File: src/rtl/uart_tx_scheduler_if.sv
// -----------------------------------------------------------------------------
// uart_tx_scheduler_if
//   Bundles the two word-requester ports, the UART transmitter handshake and
//   the scheduler status outputs into one interface.
//
//   Request ports (per port N = 0, 1):
//     reqN_valid   requester has a word
//     reqN_data    DATA_WIDTH-bit word
//     reqN_nbytes  byte count minus one (0 -> 1 byte ... 3 -> 4 bytes)
//     reqN_ready   accept strobe (word taken when high together with valid)
//   Transmitter side:
//     tx_data      byte for the transmitter buffer
//     tx_load      store tx_data into the transmitter buffer
//     tx_start     one-cycle start-transmission pulse
//     tx_done      transmitter done flag (level, held until cleared)
//     tx_flag_clr  one-cycle clear of tx_done
//   Status:
//     busy, grant_id, word_done, tx_error
//
//   Modports: slave  = the scheduler itself
//             master = the environment (requesters and transmitter)
// -----------------------------------------------------------------------------
interface uart_tx_scheduler_if #(
  parameter int DATA_WIDTH = 32,
  parameter int UART_Nbit  = 8
);
  logic                  req0_valid;
  logic [DATA_WIDTH-1:0] req0_data;
  logic [1:0]            req0_nbytes;
  logic                  req0_ready;

  logic                  req1_valid;
  logic [DATA_WIDTH-1:0] req1_data;
  logic [1:0]            req1_nbytes;
  logic                  req1_ready;

  logic [UART_Nbit-1:0]  tx_data;
  logic                  tx_load;
  logic                  tx_start;
  logic                  tx_done;
  logic                  tx_flag_clr;

  logic                  busy;
  logic                  grant_id;
  logic                  word_done;
  logic                  tx_error;

  modport slave (
    input  req0_valid, req0_data, req0_nbytes,
    input  req1_valid, req1_data, req1_nbytes,
    input  tx_done,
    output req0_ready, req1_ready,
    output tx_data, tx_load, tx_start, tx_flag_clr,
    output busy, grant_id, word_done, tx_error
  );

  modport master (
    output req0_valid, req0_data, req0_nbytes,
    output req1_valid, req1_data, req1_nbytes,
    output tx_done,
    input  req0_ready, req1_ready,
    input  tx_data, tx_load, tx_start, tx_flag_clr,
    input  busy, grant_id, word_done, tx_error
  );
endinterface

File: src/rtl/uart_tx_scheduler.sv
// -----------------------------------------------------------------------------
// uart_tx_scheduler
//   Shares one UART byte transmitter between two word requesters
//   (port 0: CPU store path, port 1: debug/trace path). Words are granted
//   round-robin, serialised LSB byte first into 1..4 bytes, and each byte is
//   driven through the transmitter's load / start / done / flag-clear
//   handshake. GAP_CYCLES idle cycles separate the bytes of one word.
//
//   Ports:
//     clk    system clock
//     reset  asynchronous, active-high reset
//     bus    uart_tx_scheduler_if.slave (requests, transmitter, status)
//
//   Optional feature (macro UART_TX_TIMEOUT_EN):
//     defined   - a 13-bit watchdog limits the wait for tx_done to
//                 TIMEOUT_CYCLES; on expiry tx_error and tx_flag_clr pulse,
//                 the rest of the word is dropped and no word_done is given.
//     undefined - the scheduler waits for tx_done indefinitely and
//                 tx_error is tied low.
// -----------------------------------------------------------------------------
module uart_tx_scheduler #(
  parameter int DATA_WIDTH     = 32,
  parameter int UART_Nbit      = 8,
  parameter int GAP_CYCLES     = 2,
  parameter int TIMEOUT_CYCLES = 4096
) (
  input logic                clk,
  input logic                reset,
  uart_tx_scheduler_if.slave bus
);

  typedef enum logic [2:0] {
    S_IDLE,
    S_LOAD,
    S_START,
    S_WAIT_DONE,
    S_CLEAR,
    S_GAP
  } state_t;

  localparam int GAP_W = (GAP_CYCLES > 1) ? $clog2(GAP_CYCLES) : 1;
  localparam logic [GAP_W-1:0] GAP_LAST = GAP_W'((GAP_CYCLES > 0) ? GAP_CYCLES - 1 : 0);

  state_t                state;
  logic [DATA_WIDTH-1:0] shift;
  logic [DATA_WIDTH-1:0] shift_nxt;
  logic [1:0]            count;
  logic [1:0]            byte_idx;
  logic [GAP_W-1:0]      gap_cnt;
  logic                  rr_last;

  logic [UART_Nbit-1:0]  tx_data_q;
  logic                  tx_load_q;
  logic                  tx_start_q;
  logic                  tx_flag_clr_q;
  logic                  busy_q;
  logic                  grant_id_q;
  logic                  word_done_q;
  logic                  tx_error_q;

  logic                  grant0;
  logic                  grant1;
  logic                  idle_accept;
  logic [DATA_WIDTH-1:0] sel_data;
  logic [1:0]            sel_nbytes;

`ifdef UART_TX_TIMEOUT_EN
  localparam logic [12:0] WD_LAST = 13'(TIMEOUT_CYCLES - 1);
  logic [12:0] wd_cnt;
`endif

  // Round-robin arbitration: a lone requester always wins; on a tie the port
  // that did not win last time goes first.
  // NOTE: every signal gets a default before any branch so this block stays
  // purely combinational and infers no latch.
  always_comb begin
    grant0 = 1'b0;
    grant1 = 1'b0;
    if (bus.req0_valid && bus.req1_valid) begin
      grant0 = rr_last;
      grant1 = ~rr_last;
    end else begin
      grant0 = bus.req0_valid;
      grant1 = bus.req1_valid;
    end
  end

  // Readies are only offered from IDLE and are suppressed while reset is held
  // so that no output is high during reset.
  assign idle_accept    = (state == S_IDLE) && !reset;
  assign bus.req0_ready = idle_accept && grant0;
  assign bus.req1_ready = idle_accept && grant1;

  assign sel_data   = grant1 ? bus.req1_data   : bus.req0_data;
  assign sel_nbytes = grant1 ? bus.req1_nbytes : bus.req0_nbytes;
  assign shift_nxt  = shift >> UART_Nbit;

  // Single FSM process; every output is a register written on the transition
  // into the state that owns it, so it is high exactly while in that state.
  // NOTE: state is updated with non-blocking assignments only, so every
  // branch sees the values from the start of the cycle.
  always_ff @(posedge clk or posedge reset) begin
    if (reset) begin
      // NOTE: the word shift register is reset along with the control state;
      // it is small and a defined value keeps tx_data clean after reset.
      state         <= S_IDLE;
      shift         <= '0;
      count         <= '0;
      byte_idx      <= '0;
      gap_cnt       <= '0;
      rr_last       <= 1'b1;
      tx_data_q     <= '0;
      tx_load_q     <= 1'b0;
      tx_start_q    <= 1'b0;
      tx_flag_clr_q <= 1'b0;
      busy_q        <= 1'b0;
      grant_id_q    <= 1'b0;
      word_done_q   <= 1'b0;
      tx_error_q    <= 1'b0;
`ifdef UART_TX_TIMEOUT_EN
      wd_cnt        <= '0;
`endif
    end else begin
      tx_load_q     <= 1'b0;
      tx_start_q    <= 1'b0;
      tx_flag_clr_q <= 1'b0;
      word_done_q   <= 1'b0;
      tx_error_q    <= 1'b0;

      case (state)
        S_IDLE: begin
          if (grant0 || grant1) begin
            shift      <= sel_data;
            count      <= sel_nbytes;
            byte_idx   <= '0;
            grant_id_q <= grant1;
            rr_last    <= grant1;
            tx_data_q  <= sel_data[UART_Nbit-1:0];
            tx_load_q  <= 1'b1;
            busy_q     <= 1'b1;
            state      <= S_LOAD;
          end
        end

        S_LOAD: begin
          tx_start_q <= 1'b1;
          state      <= S_START;
        end

        S_START: begin
`ifdef UART_TX_TIMEOUT_EN
          wd_cnt <= '0;
`endif
          state <= S_WAIT_DONE;
        end

        S_WAIT_DONE: begin
          if (bus.tx_done) begin
            tx_flag_clr_q <= 1'b1;
            word_done_q   <= (byte_idx == count);
            state         <= S_CLEAR;
          end
`ifdef UART_TX_TIMEOUT_EN
          else if (wd_cnt == WD_LAST) begin
            // Abandon the word; rr_last already names the aborted port.
            tx_error_q    <= 1'b1;
            tx_flag_clr_q <= 1'b1;
            busy_q        <= 1'b0;
            state         <= S_IDLE;
          end else begin
            wd_cnt <= wd_cnt + 13'd1;
          end
`endif
        end

        S_CLEAR: begin
          shift    <= shift_nxt;
          byte_idx <= byte_idx + 2'd1;
          // Compare before the increment so count = 3 sends four bytes
          // without byte_idx wrapping.
          if (byte_idx == count) begin
            busy_q <= 1'b0;
            state  <= S_IDLE;
          end else if (GAP_CYCLES == 0) begin
            tx_data_q <= shift_nxt[UART_Nbit-1:0];
            tx_load_q <= 1'b1;
            state     <= S_LOAD;
          end else begin
            gap_cnt <= '0;
            state   <= S_GAP;
          end
        end

        S_GAP: begin
          if (gap_cnt == GAP_LAST) begin
            tx_data_q <= shift[UART_Nbit-1:0];
            tx_load_q <= 1'b1;
            state     <= S_LOAD;
          end else begin
            gap_cnt <= gap_cnt + GAP_W'(1);
          end
        end

        default: begin
          busy_q <= 1'b0;
          state  <= S_IDLE;
        end
      endcase
    end
  end

  assign bus.tx_data     = tx_data_q;
  assign bus.tx_load     = tx_load_q;
  assign bus.tx_start    = tx_start_q;
  assign bus.tx_flag_clr = tx_flag_clr_q;
  assign bus.busy        = busy_q;
  assign bus.grant_id    = grant_id_q;
  assign bus.word_done   = word_done_q;
`ifdef UART_TX_TIMEOUT_EN
  assign bus.tx_error    = tx_error_q;
`else
  assign bus.tx_error    = 1'b0;
`endif

endmodule

File: src/flat_wrapper.sv
// flat-port wrapper written by rule: the top's interface ports become plain ports
module uart_tx_scheduler_flat 
#(
  parameter int DATA_WIDTH     = 32,
  parameter int UART_Nbit      = 8,
  parameter int GAP_CYCLES     = 2,
  parameter int TIMEOUT_CYCLES = 4096
)
  (clk, reset, bus_req0_valid, bus_req0_data, bus_req0_nbytes, bus_req1_valid, bus_req1_data, bus_req1_nbytes, bus_tx_done, bus_req0_ready, bus_req1_ready, bus_tx_data, bus_tx_load, bus_tx_start, bus_tx_flag_clr, bus_busy, bus_grant_id, bus_word_done, bus_tx_error);
  uart_tx_scheduler_if #(.DATA_WIDTH(DATA_WIDTH), .UART_Nbit(UART_Nbit)) bus_i ();
  input logic clk;
  input logic reset;
  input wire logic [$bits(bus_i.req0_valid)-1:0] bus_req0_valid;
  input wire logic [$bits(bus_i.req0_data)-1:0] bus_req0_data;
  input wire logic [$bits(bus_i.req0_nbytes)-1:0] bus_req0_nbytes;
  input wire logic [$bits(bus_i.req1_valid)-1:0] bus_req1_valid;
  input wire logic [$bits(bus_i.req1_data)-1:0] bus_req1_data;
  input wire logic [$bits(bus_i.req1_nbytes)-1:0] bus_req1_nbytes;
  input wire logic [$bits(bus_i.tx_done)-1:0] bus_tx_done;
  output wire logic [$bits(bus_i.req0_ready)-1:0] bus_req0_ready;
  output wire logic [$bits(bus_i.req1_ready)-1:0] bus_req1_ready;
  output wire logic [$bits(bus_i.tx_data)-1:0] bus_tx_data;
  output wire logic [$bits(bus_i.tx_load)-1:0] bus_tx_load;
  output wire logic [$bits(bus_i.tx_start)-1:0] bus_tx_start;
  output wire logic [$bits(bus_i.tx_flag_clr)-1:0] bus_tx_flag_clr;
  output wire logic [$bits(bus_i.busy)-1:0] bus_busy;
  output wire logic [$bits(bus_i.grant_id)-1:0] bus_grant_id;
  output wire logic [$bits(bus_i.word_done)-1:0] bus_word_done;
  output wire logic [$bits(bus_i.tx_error)-1:0] bus_tx_error;
  assign bus_i.req0_valid = bus_req0_valid;
  assign bus_i.req0_data = bus_req0_data;
  assign bus_i.req0_nbytes = bus_req0_nbytes;
  assign bus_i.req1_valid = bus_req1_valid;
  assign bus_i.req1_data = bus_req1_data;
  assign bus_i.req1_nbytes = bus_req1_nbytes;
  assign bus_i.tx_done = bus_tx_done;
  assign bus_req0_ready = bus_i.req0_ready;
  assign bus_req1_ready = bus_i.req1_ready;
  assign bus_tx_data = bus_i.tx_data;
  assign bus_tx_load = bus_i.tx_load;
  assign bus_tx_start = bus_i.tx_start;
  assign bus_tx_flag_clr = bus_i.tx_flag_clr;
  assign bus_busy = bus_i.busy;
  assign bus_grant_id = bus_i.grant_id;
  assign bus_word_done = bus_i.word_done;
  assign bus_tx_error = bus_i.tx_error;
  uart_tx_scheduler #(.DATA_WIDTH(DATA_WIDTH), .UART_Nbit(UART_Nbit), .GAP_CYCLES(GAP_CYCLES), .TIMEOUT_CYCLES(TIMEOUT_CYCLES)) u_core (.clk(clk), .reset(reset), .bus(bus_i));
endmodule
File: config.mk
export PLATFORM = sky130hd
export DESIGN_NAME = uart_tx_scheduler_flat
export DESIGN_NICKNAME = d
export VERILOG_FILES = /design/src/rtl/uart_tx_scheduler_if.sv /design/src/rtl/uart_tx_scheduler.sv /design/src/flat_wrapper.sv
export SDC_FILE = /design/constraint.sdc
export NUM_CORES = 1
export LEC_CHECK = 0
export BUFFER_PORTS_ARGS = -buffer_cell sky130_fd_sc_hd__buf_2
export CAP_MARGIN = 20
export CORE_UTILIZATION = 54
export CTS_BUF_LIST = sky130_fd_sc_hd__clkbuf_16
export DETAILED_ROUTE_END_ITERATION = 8
export GPL_ROUTABILITY_DRIVEN = 1
export PLACE_DENSITY = 0.84
export SYNTH_ARGS = -nofsm -noshare
export SYNTH_HDL_FRONTEND = slang
export SYNTH_SLANG_ARGS = --single-unit
File: constraint.sdc
create_clock -name clk -period 3.8 [get_ports clk]
set_input_delay 0.19 -clock clk [delete_from_list [all_inputs] [get_ports clk]]
set_output_delay 0.19 -clock clk [all_outputs]
set_load 0.01 [all_outputs]
Word level (Yosys, flattened, before mapping):

Cells that the tools add are included.
W data, S select, Z words.

* register bits after elaboration: 55
* output and inout port bits: 17
* word-level logic and storage cells: 75

* $add $sub $neg: 2
* equality and inequality tests: 11
* mux-type cells: 30
* bitwise gates (word level): 2
* reduce and logical (&&, ||, !) cells: 17

Operator list (count)
* $mux W32: 2
* $pmux W32 S2: 1
* $pmux W3 S6: 1
* $mux W8: 2
* $pmux W8 S2: 1
* $mux W1: 13
* $mux W3: 4
* $reduce_and A3 Y1: 3
* $eq A3 B2 Y1 const B: 2
* $eq A3 B3 Y1 const B: 2
* $ne A2 B2 Y1 const B: 3
* $reduce_and A2 Y1: 3
* $reduce_bool A2 Y1: 3
* $logic_and A1 B1 Y1: 4
* $mux W2: 2
* $ne A2 B1 Y1 const B: 2
* $pmux W1 S2: 2
* $pmux W2 S2: 1
* $reduce_or A4 Y1: 1
* $eq A3 B1 Y1 const B: 1
* $logic_not A3 Y1: 1
* $pmux W1 S3: 1
* $add A2 B1 Y2 const B: 1
* $eq A2 B2 Y1: 1
* 4 further kinds: 5

Longest topological paths before layout:

* depth in word-level cells: 5
* depth in mapped cells: 7
* gate-level depth less buffers: 4

Worst setup path after synthesis:

No wires, ideal clock.

* kind: input to output
* start point: in reset
* end point: out bus_req0_ready
* arrival time: 1.761 ns
* required time: 3.610 ns
* setup slack: 1.849 ns
* stages: 2
* buffers on the path: 0
* path through: inv_1 -> o2111a_1

* cells in the longest elaborated chain, start to end: 3

RTL lines
* from (decl): line flat_wrapper.sv:12 `input logic reset;`
* $logic_not A1 Y1: line uart_tx_scheduler.sv:90 `assign idle_accept = (state == S_IDLE) && !reset;`
* $logic_and A1 B1 Y1: line uart_tx_scheduler.sv:90
* $logic_and A1 B1 Y1: line uart_tx_scheduler.sv:91 `assign bus.req0_ready = idle_accept && grant0;`
* to (decl): line flat_wrapper.sv:20 `output wire logic [$bits(bus_i.req0_ready)-1:0] bus_req0_ready;`

No other way between the ends.

Worst setup path in the final report:

* start point: reg u_core.state[1]
* end point: reg u_core.gap_cnt

* cells in the longest elaborated chain, start to end: 3

RTL lines
* from (decl): line uart_tx_scheduler.sv:44 `state_t state;`
* from (signal assigned): line uart_tx_scheduler.sv:106 `state <= S_IDLE;`
* from (signal assigned): line uart_tx_scheduler.sv:141 `state <= S_LOAD;`
* from (signal assigned): line uart_tx_scheduler.sv:147 `state <= S_START;`
* $eq A3 B3 Y1: line uart_tx_scheduler.sv:130 `case (state)`
* $ne A2 B2 Y1 (no line) / $reduce_bool A2 Y1 (equally long branches)
* $reduce_and A2 Y1 (no line)
* to (signal assigned): line uart_tx_scheduler.sv:200 `gap_cnt <= gap_cnt + GAP_W'(1);`
* to (decl): line uart_tx_scheduler.sv:49 `logic [GAP_W-1:0] gap_cnt;`

Several ways; a longest one is shown, not always the timed one.
A chain may end at the register's enable or synchronous reset.

==> flow_metrics.py <==
metrics = {
    "die": {
        "die_x_microns": 72.6,
        "start_util_pct": 56.6,
        "die_h_microns": 72.6,
        "dieArea_sq_um": 5270,
        "std_cell_rows": 25,
        "fp.coreArea_sq_um": 4750,
        "io_pins": 90,
    },
    "run_status": {
        "outcome": "finished clean",
    },
    "logic_synthesis": {
        "yosysTopAreaCellShare_pct": 50.2,
        "postSynthCellCount": 249,
        "syn_area_sq_um": 2690,
        "synth_commonest_cells": "54 x dfrtp_1, 34 x mux2i_1, 23 x a22oi_1, 22 x o21ai_1, 18 x nand2_1",
        "yosysMostFrequentCell": "dfrtp_1",
        "synth_top_area_cell": "dfrtp_1",
        "synthTopCellsByArea": "dfrtp_1 50%, mux2i_1 13%, a22oi_1 6.4%",
        "synth_seq_cells": 55,
        "synth_edf_count": 0,
        "ys.flop_type": "dfrtp_1",
        "avgSynthCellArea_sq_um": 10.8,
        "ys_types": 40,
        "yosysWarnings": 0,
        "seq_area_frac_synth_pct": 51.2,
        "async_reset_ff_share_pct": 100,
        "syn_nets": 322,
    },
    "power_and_ir_drop": {
        "p_per_area_nw_per_um2": 732,
        "vdd.ir_drop.worst_mv": 0.338,
        "p_leak_nw": 1.61,
    },
    "global_routing": {
        "grt_antenna_before_repair": 0,
        "grt_usage_pct": 22.0,
        "grt_overflow": 0,
        "grt_pass1_vias": 1955,
        "grt_max_degree": 58,
        "grt_pass1_wl_mm": 8.81,
    },
    "critical_path": {
        "worstPathMaxFanout": 27,
        "cp-end-kind": "register",
        "cp-startpoint": "u_core.state[1]$_DFFE_PP0P_",
        "critPathSlowestCell": "and2_1",
        "reg2reg_from": "u_core.state[1]$_DFFE_PP0P_",
        "rrSetupSlack_ns": 1.73,
        "critical_path_required_ns": 3.96,
        "max_stage_delay_ns": 0.81,
        "worst-setup-path-type": "register to register",
        "reg2reg_depth": 4,
        "cp.arrival_ns": 2.23,
        "crit_chain": "nor2_2 -> and2_1 -> nand2_1 -> o2bb2ai_1",
        "r2r_end": "u_core.gap_cnt$_DFFE_PP0P_",
        "startpoint_type": "register",
    },
    "cells_and_area": {
        "diodes": 0,
        "fillCellCount": 363,
        "drive_gt1_share_pct": 32.8,
        "fin_nets": 401,
        "final_util_pct": 69.4,
        "areaGrowthSynthToFinish_pct": 22.6,
    },
    "timing": {
        "finalCritPeriodShare_pct": 54.4,
        "max-slew-margin-rel_pct": 34.5,
        "slew_violations": 0,
        "fmaxAchievable_ghz": 0.484,
        "tns_ns": 0,
        "hold_violations": 0,
        "finalSetupViolCount": 0,
        "skew_ns": 0.00473,
        "period_minus_slack_ns": 2.07,
        "tightest_slew_ns": 0.982,
        "rsz0062_at_grt": "no",
    },
    "clocking": {
        "htreeDepth": 2,
        "cts_resized": 0,
        "cts_setup_buffers": 0,
        "clockRootBuffer": "clkbuf_16",
        "insertion_delay_ns": 0.29,
        "cts_tree": "yes",
        "hold_buffers": 0,
        "cts_buffers": 5,
        "clock-sinks": 55,
        "cts.path.max_buffers": 2,
        "clkTransAtPathRegs_ns": 0.07,
    },
    "flow_run": {
        "max_cap_violations": 0,
    },
    "route": {
        "drc": 0,
        "wirelength_mm": 5.48,
        "drt.antenna.violating_nets": 0,
        "first_iter_violations": 138,
        "first_pass_iters": 4,
        "routedWlPerCell_microns": 13.8,
        "viasPerCell": 5.43,
        "vias": 2151,
    },
    "placement": {
        "place_hpwl_mm": 3.75,
        "gp_congestion": 0.884,
        "port_buffers": 88,
    },
    "min_path": {
        "hp-class": "input port to async pin",
    },
}
[final cells by class]
type	instances	area, sq um	area share (%)
well taps	67	83.8	2.54
multi-input cells	170	1190	36.0
flip-flops and latches	55	1380	41.7
clock buffers	5	125	3.79
repair buffers	92	490	14.9
inverters	4	15.0	0.455
clock inverters	3	20.0	0.606
[metal layers]
metal / up-vias / share of wire, % / GRT usage, %
met3: 11 / 4.1 / 5.66
met5: - / 0 / 0
met4: 0 / 2.1 / 7.84
li1: 1058 / - / -
met2: 73 / 49 / 35.8
met1: 1009 / 44 / 28.6
[registers in the layout, indices dropped and copies added (netlist names)]
name	flops
u_core.state	3
u_core.count	2
u_core.shift	32
u_core.bus.word_done	1
u_core.rr_last	1
u_core.byte_idx	2
u_core.gap_cnt	1
u_core.bus.tx_start	1
u_core.bus.tx_load	1
u_core.bus.tx_data	8
u_core.bus.grant_id	1
u_core.bus.busy	1
u_core.bus.tx_flag_clr	1
[cells in the final DEF, fill, tap and decap left out, types with 2 or more instances in the layout]
master,count
or2_1,2
buf_2,88
a31oi_1,2
nand2_1,18
nor2_1,10
o21ai_1,22
a22oi_1,23
a21oi_1,11
clkbuf_16,5
inv_1,4
xor2_1,2
dfrtp_1,54
mux2_1,8
buf_4,3
nor3_1,3
nand3_1,2
o21ai_0,13
mux2i_1,34
[report_power, final]
group	internal, W	switching [W]	total [W]
Sequential	0.000868	0.000213	0.00108
Clock	0.000244	0.000200	0.000444
Combinational	0.000426	0.000466	0.000892
Total	0.00154	0.000879	0.00242
[worst max-delay path, delay by kind of cell, from the launching register on]
kind / cells / cell delay [ns]
and+or+nand+nor: 3 / 1.24
DFF: 1 / 0.53
AOI/OAI and AO/OA: 1 / 0.17
[metrics by stage]
stage	area [sq um]	hold slack, ns	setup WS (ns)	std cells	total power, W
floorplan	2690	0.260	1.85	249	0.00172
global placement	3130	0.407	1.71	387	0.00190
detailed placement	3130	0.416	1.65	387	0.00195
CTS	3270	0.103	1.65	395	0.00241
global route	3300	0.140	1.56	396	0.00260
finish	3300	0.0852	1.73	396	0.00242
[how the worst max path moves through the flow]
| stage | slack [ns] | depth (start not counted) | endpoint |
|---|---|---|---|
| after floorplan | 1.85 | 2 | bus_req0_ready |
| after global placement | 1.71 | 4 | u_core.shift[6]$_DFFE_PP0P_ |
| after detailed placement | 1.65 | 4 | u_core.shift[6]$_DFFE_PP0P_ |
| after CTS | 1.65 | 4 | u_core.shift[6]$_DFFE_PP0P_ |
| after global routing | 1.56 | 4 | u_core.gap_cnt$_DFFE_PP0P_ |
| final | 1.73 | 4 | u_core.gap_cnt$_DFFE_PP0P_ |
[logic make-up after synthesis]
logic type,after synthesis,share of synthesized area (%)
AOI/OAI and AO/OA,81,19.1
xor gates and xnor gates,3,0.976
buffers and inverters,24,5.06
DFF,55,51.2
muxes,42,16.0
other,1,0.139
and+or+nand+nor,43,7.58
Power figures use the tool's default switching activity.
